## config.mk

```make
export PLATFORM = sky130hd
export DESIGN_NAME = noc_pkt_rr_arb
export DESIGN_NICKNAME = d
export VERILOG_FILES = /design/src/rtl/noc_pkt_rr_arb.sv
export SDC_FILE = /design/constraint.sdc
export NUM_CORES = 1
export LEC_CHECK = 0
export CAP_MARGIN = 10
export CELL_PAD_IN_SITES_DETAIL_PLACEMENT = 0
export CELL_PAD_IN_SITES_GLOBAL_PLACEMENT = 1
export CORE_MARGIN = 10
export CORE_UTILIZATION = 40
export DETAILED_ROUTE_END_ITERATION = 10
export GPL_ROUTABILITY_DRIVEN = 0
export PLACE_DENSITY_LB_ADDON = 0.1
export REMOVE_ABC_BUFFERS = 1
export SETUP_SLACK_MARGIN = 0.1
export SLEW_MARGIN = 0
export SYNTH_ARGS = -nofsm -noshare
export SYNTH_HDL_FRONTEND = slang
export SYNTH_SLANG_ARGS = --single-unit
export TNS_END_PERCENT = 100
```

## constraint.sdc

```tcl
create_clock -name clk -period 4.13 [get_ports clk]
set_clock_uncertainty 0.2 [all_clocks]
set_input_delay 1.239 -clock clk [delete_from_list [all_inputs] [get_ports clk]]
set_output_delay 1.239 -clock clk [all_outputs]
set_load 0.01 [all_outputs]
```

## src/rtl/noc_pkt_rr_arb.sv

```systemverilog
`default_nettype none
// ============================================================================
// Module      : noc_pkt_rr_arb
// Description : Output-port packet arbiter for the NoC router. A round-robin
//               pointer plus per-port masks choose one input port. The grant
//               stays locked for a whole packet. A packet is either PKT_LEN
//               valid flits long, or it ends on a tail flit. The grant
//               drives the crossbar select.
// Revision    : 1.0 - initial release
// ============================================================================
module noc_pkt_rr_arb #(
  parameter int N_PORTS   = 5,
  parameter int PKT_LEN   = 5,
  parameter int TAIL_MODE = 0,
  parameter int IDX_W     = $clog2(N_PORTS + 1)
) (
  input  logic               clk,
  input  logic               rst_n,
  input  logic [N_PORTS-1:0] req,
  input  logic [N_PORTS-1:0] mask,
  input  logic               flit_valid,
  input  logic               flit_tail,
  output logic [IDX_W-1:0]   grant_idx,
  output logic [N_PORTS-1:0] grant_oh,
  output logic               grant_valid,
  output logic               pkt_done
);

  localparam int PTR_W = $clog2(N_PORTS);
  localparam int CNT_W = $clog2(PKT_LEN + 1);

  localparam logic [IDX_W-1:0] C_IDX_IDLE = '1;
  localparam logic [IDX_W-1:0] C_IDX_ONE  = IDX_W'(1);
  localparam logic [IDX_W-1:0] C_IDX_LAST = IDX_W'(N_PORTS - 1);
  localparam logic [CNT_W-1:0] C_CNT_ONE  = CNT_W'(1);
  localparam logic [CNT_W-1:0] C_CNT_MAX  = '1;
  localparam logic [CNT_W-1:0] C_CNT_LAST = CNT_W'(PKT_LEN - 1);

  typedef enum logic [0:0] {
    S_IDLE   = 1'b0,
    S_LOCKED = 1'b1
  } state_t;

  state_t             r_state, w_nxt_state;
  logic [PTR_W-1:0]   r_ptr, w_nxt_ptr;
  logic [CNT_W-1:0]   r_cnt, w_nxt_cnt;
  logic [IDX_W-1:0]   r_grant_idx, w_nxt_grant_idx;
  logic [N_PORTS-1:0] r_grant_oh, w_nxt_grant_oh;
  logic               r_grant_valid, w_nxt_grant_valid;
  logic               r_pkt_done, w_nxt_pkt_done;

  logic [N_PORTS-1:0] w_elig;
  logic               w_found;
  logic [IDX_W-1:0]   w_win_idx;
  logic [N_PORTS-1:0] w_win_oh;
  logic               w_release;
  logic [PTR_W-1:0]   w_ptr_inc;

  assign w_elig = req & ~mask;

  // The packet ends either on a tail flit or on the last counted flit.
  // Because TAIL_MODE is a parameter, synthesis folds away the unused branch.
  assign w_release = flit_valid &
                     ((TAIL_MODE != 0) ? flit_tail : (r_cnt == C_CNT_LAST));

  // After a packet, the port just past the granted one gets top priority.
  assign w_ptr_inc = (r_grant_idx == C_IDX_LAST) ? '0
                                                 : PTR_W'(r_grant_idx + C_IDX_ONE);

  // Rotating-priority pick. The first pass scans ports from ptr upward.
  // If that finds nothing, the second pass wraps around from port 0.
  always_comb begin
    w_found   = 1'b0;
    w_win_idx = '0;
    w_win_oh  = '0;
    for (int i = 0; i < N_PORTS; i++) begin
      if (!w_found && w_elig[i] && (i >= int'(r_ptr))) begin
        w_found     = 1'b1;
        w_win_idx   = IDX_W'(i);
        w_win_oh[i] = 1'b1;
      end
    end
    for (int i = 0; i < N_PORTS; i++) begin
      if (!w_found && w_elig[i]) begin
        w_found     = 1'b1;
        w_win_idx   = IDX_W'(i);
        w_win_oh[i] = 1'b1;
      end
    end
  end

  // Next state and next registered outputs. The grant is frozen while locked.
  always_comb begin
    w_nxt_state       = r_state;
    w_nxt_ptr         = r_ptr;
    w_nxt_cnt         = r_cnt;
    w_nxt_grant_idx   = r_grant_idx;
    w_nxt_grant_oh    = r_grant_oh;
    w_nxt_grant_valid = r_grant_valid;
    w_nxt_pkt_done    = 1'b0;
    case (r_state)
      S_IDLE: begin
        if (w_found) begin
          w_nxt_state       = S_LOCKED;
          w_nxt_grant_idx   = w_win_idx;
          w_nxt_grant_oh    = w_win_oh;
          w_nxt_grant_valid = 1'b1;
          w_nxt_cnt         = '0;
        end
      end
      S_LOCKED: begin
        if (w_release) begin
          w_nxt_state       = S_IDLE;
          w_nxt_grant_idx   = C_IDX_IDLE;
          w_nxt_grant_oh    = '0;
          w_nxt_grant_valid = 1'b0;
          w_nxt_pkt_done    = 1'b1;
          w_nxt_ptr         = w_ptr_inc;
          w_nxt_cnt         = '0;
        end else if (flit_valid) begin
          // In tail mode the count is debug-only, so it saturates instead of wrapping.
          if (TAIL_MODE != 0) begin
            if (r_cnt != C_CNT_MAX) begin
              w_nxt_cnt = r_cnt + C_CNT_ONE;
            end
          end else begin
            w_nxt_cnt = r_cnt + C_CNT_ONE;
          end
        end
      end
      default: begin
        w_nxt_state       = S_IDLE;
        w_nxt_grant_idx   = C_IDX_IDLE;
        w_nxt_grant_oh    = '0;
        w_nxt_grant_valid = 1'b0;
        w_nxt_cnt         = '0;
      end
    endcase
  end

  // State and output registers. An asynchronous reset drops any lock at once.
  always_ff @(posedge clk or negedge rst_n) begin
    if (!rst_n) begin
      r_state       <= S_IDLE;
      r_ptr         <= '0;
      r_cnt         <= '0;
      r_grant_idx   <= C_IDX_IDLE;
      r_grant_oh    <= '0;
      r_grant_valid <= 1'b0;
      r_pkt_done    <= 1'b0;
    end else begin
      r_state       <= w_nxt_state;
      r_ptr         <= w_nxt_ptr;
      r_cnt         <= w_nxt_cnt;
      r_grant_idx   <= w_nxt_grant_idx;
      r_grant_oh    <= w_nxt_grant_oh;
      r_grant_valid <= w_nxt_grant_valid;
      r_pkt_done    <= w_nxt_pkt_done;
    end
  end

  assign grant_idx   = r_grant_idx;
  assign grant_oh    = r_grant_oh;
  assign grant_valid = r_grant_valid;
  assign pkt_done    = r_pkt_done;

endmodule
`default_nettype wire

```

Word-level counts from Yosys, hierarchy flattened
Cells that the tools add are included.
{"block": "word_totals", "register_bits": 17, "output_inout_bits": 10, "input_bits": 14, "wordCells": 96}
{"block": "classes", "order_cmp": 5, "bitwise_logic": 4, "addsub": 2, "reduce_logical": 26, "n_eq_ne": 5, "n_mux": 47}
{"operator": "$mux 3", "count": 14}
{"operator": "$mux 1", "count": 26}
{"operator": "$logic_and 1x1->1", "count": 14}
{"operator": "$pmux 3 s2", "count": 2}
{"operator": "$mux 5", "count": 2}
{"operator": "$pmux 5 s2", "count": 1}
{"operator": "$logic_not 1->1", "count": 9}
{"operator": "$add 3x1->3 const B", "count": 2}
{"operator": "$eq 3x3->1 const B", "count": 2}
{"operator": "$ge 1x3->1 const A", "count": 2}
{"operator": "$ge 2x3->1 const A", "count": 2}
{"operator": "$reduce_and 2->1", "count": 3}
{"operator": "$and 5x5->5", "count": 1}
{"operator": "$not 5->5", "count": 1}
{"operator": "$pmux 1 s2", "count": 2}
{"operator": "$ge 3x3->1 const A", "count": 1}
{"operator": "$ne 3x2->1 const B", "count": 1}
{"operator": "$ne 2x1->1 const B", "count": 1}
{"operator": "$ne 2x2->1 const B", "count": 1}
{"operator": "$and 1x1->1", "count": 1}
{"operator": "$not 1->1", "count": 1}

Longest topological paths before layout
{"block": "logic_depth", "depth_word": 37, "depth_mapped": 6, "depth_no_buf": 6}

Worst setup path before layout
Ideal clock, no wire load.
{"block": "synth_timing", "path_type": "in2reg", "startpoint": "input req[0]", "endpoint": "register r_grant_oh[4] (netlist: grant_oh[4])", "path_buffers": 1, "setup_slack_ns": 1.522, "arrival_ns": 2.281, "stages": 5, "path_cell_list": "nor2b_4 nor4_4 a21o_1 buf_6 mux2_1"}
{"block": "synth_between", "elab_chain_len": 36, "word_cells_on_any_way": 40, "cone_classes": "eq/ne (1); mux (14); bitwise (1); reduce/logical (24)"}
{"item": "start, declared", "line": "19", "text": "input logic [N_PORTS-1:0] req,"}
{"item": "$and 5x5->5 (*)", "line": "59", "text": "assign w_elig = req & ~mask;"}
{"item": "$logic_and 1x1->1", "line": "77", "text": "if (!w_found && w_elig[i] && (i >= int'(r_ptr))) begin"}
{"item": "$mux 1", "line": "77"}
{"item": "$logic_not 1->1", "line": "77"}
{"item": "$logic_and 1x1->1 (2 in series)", "line": "77"}
{"item": "$mux 1", "line": "77"}
{"item": "$logic_not 1->1", "line": "77"}
{"item": "$logic_and 1x1->1 (2 in series)", "line": "77"}
{"item": "[... 18 more ...]"}
{"item": "$logic_not 1->1", "line": "84", "text": "if (!w_found && w_elig[i]) begin"}
{"item": "$logic_and 1x1->1", "line": "84"}
{"item": "$mux 1", "line": "84"}
{"item": "$logic_not 1->1", "line": "84"}
{"item": "$logic_and 1x1->1", "line": "84"}
{"item": "$mux 1", "line": "84"}
{"item": "$mux 5 / $ne 2x2->1 (equally long branches)"}
{"item": "$pmux 5 s2 / $reduce_and 2->1 (equally long branches)"}
{"item": "end signal, assigned", "line": "156", "text": "r_grant_oh <= w_nxt_grant_oh;"}
{"item": "end, declared", "line": "48", "text": "logic [N_PORTS-1:0] r_grant_oh, w_nxt_grant_oh;"}
Mark *: on every way between the ends. The rest lies on a longest branch, timed or not. The select of a mux whose other input is x is not followed.
A chain may end at the register's enable or synchronous reset.

Worst setup path in the final report
{"block": "layout_timing", "startpoint": "input mask[0]", "endpoint": "register r_grant_oh[4] (netlist: grant_oh[4])"}
{"block": "layout_between", "elab_chain_len": 37, "word_cells_on_any_way": 41, "cone_classes": "eq/ne (1); mux (14); bitwise (2); reduce/logical (24)"}
{"item": "start, declared", "line": "20", "text": "input logic [N_PORTS-1:0] mask,"}
{"item": "$not 5->5 (*)", "line": "59"}
{"item": "$and 5x5->5 (*)", "line": "59"}
{"item": "$logic_and 1x1->1", "line": "77"}
{"item": "$mux 1", "line": "77"}
{"item": "$logic_not 1->1", "line": "77"}
{"item": "$logic_and 1x1->1 (2 in series)", "line": "77"}
{"item": "$mux 1", "line": "77"}
{"item": "$logic_not 1->1", "line": "77"}
{"item": "[... 20 more ...]"}
{"item": "$logic_not 1->1", "line": "84"}
{"item": "$logic_and 1x1->1", "line": "84"}
{"item": "$mux 1", "line": "84"}
{"item": "$logic_not 1->1", "line": "84"}
{"item": "$logic_and 1x1->1", "line": "84"}
{"item": "$mux 1", "line": "84"}
{"item": "$mux 5 / $ne 2x2->1 (equally long branches)"}
{"item": "$pmux 5 s2 / $reduce_and 2->1 (equally long branches)"}
Marks and branches as above.

==> out/qor.yml <==
status:
  outcome: "finished, final reports clean"
place:
  hpwl_um: 1910
  portBuffers: 22
  dpl.cell_count: 149
  dp_slack_ns: 0.804
  placement.cell_area_sq_um: 1270
detailed_routing:
  drt_first_pass_iters: 4
  viasPerCell: 5.53
  drcViolationCount: 0
  ant_nets: 0
  drt_wl_total_um: 2390
  vias: 846
  wl_per_cell_um: 15.6
  drtIter0Drc: 67
sta:
  fmax_ghz: 0.334
  report.final.hold_viol_count: 0
  layout_min_cycle_time_ns: 2.99
  relSlewSlack: 0.487
  fin_crit_sh: 0.725
  setup_viol: 0
  slew_violations: 0
  rsz0062_at_grt: "no"
  setup-tns-final_ns: 0
  tightest_slew_ns: 0.767
  setup_ws_ns: 1.14
  timing.hold.ws_ns: 0.312
final_layout:
  nNetsFinal: 142
  area_delta_synth_final_pct: 25.9
  drive_gt1_frac: 0.122
  postLayoutCellArea_sq_um: 1290
  utilization: 0.528
  instances_no_fill: 153
  antenna_cells_inserted: 0
cts:
  clock_sinks: 17
  htreeDepth: 1
  cts_root_buf: "clkbuf_4"
  cts_made_buffers: 3
  postCtsResizedCells: 0
  clkTransAtPathRegs_ns: 0.10
  hold_buffers: 0
  cts_setup_buffers: 0
  clockBufferDepth: 2
  cts_tree: "done"
  insertion_delay_ns: 0.28
setup_path:
  path_max_fanout: 10
  r2r_end: "grant_oh[4]$_DFFE_PN0P_"
  startpoint: "mask[0]"
  max_stage_delay_ns: 0.52
  critPathTopFamily: "buffers and inverters"
  worst_setup_path_end_kind: "register"
  critPathBufInv: 1
  worst_setup_path_start_kind: "input port"
  cp_slowest_cell: "clkdlybuf4s50_1"
  cp.arrival_ns: 2.97
  cp_cell_sequence: "clkdlybuf4s50_1, nor2b_4, nor4_4, a21o_1, mux2_1"
  r2r_start: "r_cnt[0]$_DFFE_PN0P_"
  r2r_cells: 5
  crit_required_ns: 4.11
  critical_path_class: "in -> reg"
  r2r_setup_slack_ns: 2.05
hold_path:
  hold_depth: 1
  hp-start: "grant_valid$_DFFE_PN0P_"
  hold_end: "grant_valid$_DFFE_PN0P_"
  hp-class: "reg -> reg"
power_and_ir_drop:
  vdd_drop_max_mv: 0.338
  pwr_density_cell_nw_per_um2: 592
  fin_total_pwr_mw: 0.766
  p_leak_nw: 0.596
synthesis:
  syn_inst: 100
  yosys_warnings: 0
  ys_types: 43
  ys_seq_elements: 17
  seq_area_frac_synth: 0.417
  netlist_area_sq_um: 1030
  synth.avg_cell_area_sq_um: 10.3
grt:
  grt_use_total: 0.0977
  antenna_found_initial: 0
  grt_overflow: 0
  first_global_vias: 860
  grt_pass1_wl_um: 4060
  grt_max_degree: 18
floorplanning:
  die_h_um: 70.7
  rows: 18
  io_pins: 24
  die_w_um: 70.7
  die_area_sq_um: 5000
  core_sq_um: 2450
  initial_utilization: 0.419
flow_run:
  maxCapViolCount: 0
==> Yosys cell counts (all sizes together) <==
cell	instances	area [sq um]
dfrtp	14	350
nand2	10	37.5
inv	6	22.5
nor2	5	18.8
nor2b	5	48.8
a21o	4	30.0
a21oi	4	20.0
ha	4	50.1
mux2i	4	40.0
and2	3	20.0
dfstp	3	78.8
nor3b	3	22.5
o21ai	3	18.8
a2111oi	2	18.8
a211oi	2	15.0
a31o	2	17.5
a32o	2	20.0
clkbuf	2	7.51
nand2b	2	12.5
nor3	2	10.0
a221oi	1	8.76
a22oi	1	7.51
a32oi	1	8.76
and3b	1	8.76
buf	1	11.3
mux2	1	11.3
nand3b	1	7.51
nand4	1	6.26
nor4	1	21.3
o2111ai	1	8.76
o211a	1	10.0
o21a	1	7.51
o221ai	1	8.76
o31a	1	8.76
o31ai	1	7.51
o32a	1	10.0
o41ai	1	8.76
or4	1	7.51
==> worst register-to-register path, delay by kind of cell (launching register included) <==
family	cells	cell delay (ns)
DFF	1	0.41
and+or+nand+nor	2	0.78
adders and majority gates	1	0.20
muxes	1	0.29
buffers and inverters	1	0.09
==> where the power goes <==
part | internal, mW | switching, mW | leakage, nW
registers | 0.250 | 0.0724 | 0.209
clock network | 0.0359 | 0.0503 | 0.0177
logic | 0.193 | 0.165 | 0.370
total | 0.478 | 0.288 | 0.596
==> worst max path at each step <==
stage	to	slack, ns	depth (start not counted)
2_1_floorplan	grant_oh[4]$_DFFE_PN0P_	1.45	4
3_3_place_gp	grant_oh[4]$_DFFE_PN0P_	0.80	5
3_5_place_dp	grant_oh[4]$_DFFE_PN0P_	0.80	5
4_1_cts	grant_oh[4]$_DFFE_PN0P_	1.12	5
5_1_grt	grant_oh[4]$_DFFE_PN0P_	1.03	5
6_report	grant_oh[4]$_DFFE_PN0P_	1.14	5
==> cell type report <==
| class | count | area [sq um] |
|---|---|---|
| Fill cell | 241 | 1160 |
| Multi-Input combinational cell | 74 | 558 |
| Inverter | 6 | 22.5 |
| Clock buffer | 3 | 22.5 |
| Clock inverter | 1 | 5.00 |
| Tap cell | 30 | 37.5 |
| Sequential cell | 17 | 429 |
| Timing Repair Buffer | 22 | 220 |
==> placed cells by master, fill, tap and decap left out, types with 2 or more instances in the layout <==
cell             Yosys  final
mux2i_1              4      4
nor3_1               2      2
and2_1               2      2
a21o_1               4      4
dfrtp_1             14     14
a32o_1               2      2
nand2_1             10     10
a211oi_1             2      2
nor2b_1              2      2
a21oi_1              4      4
nor2b_4              2      2
ha_1                 4      4
dfstp_2              3      3
inv_1                6      6
nor3b_1              3      3
clkdlybuf4s50_1      0     22
nor2_1               5      5
o21ai_0              2      2
a31o_2               2      2
clkbuf_4             0      3
nand2b_1             2      2
==> state kept, by name, indices dropped and copies added, names as in the netlist <==
| name | cells |
|---|---|
| grant_oh | 5 |
| grant_idx | 3 |
| r_cnt | 3 |
| r_ptr | 3 |
| grant_valid | 1 |
| pkt_done | 1 |
| r_state | 1 |
==> logic make-up (layout without fill, tap and decap cells) <==
family                   after synthesis  count (layout)  share of synthesized area
buffers and inverters                  9              32                     0.0401
multiplexers                           5               5                     0.0499
AND/OR/NAND/NOR                       35              35                      0.215
AO/OA/AOI/OAI                         30              30                      0.229
adder cells (fa/ha/maj)                4               4                     0.0487
flip-flops                            17              17                      0.417
==> per-layer routing <==
layer | up-vias | track usage | part of all wire
met2 | 22 | 0.159 | 0.48
li1 | 425 | - | -
met5 | - | 0 | 0
met4 | 0 | 0.0323 | 0.0096
met3 | 2 | 0.0307 | 0.049
met1 | 397 | 0.118 | 0.46
No activity file was read; power rests on OpenSTA's default activity.
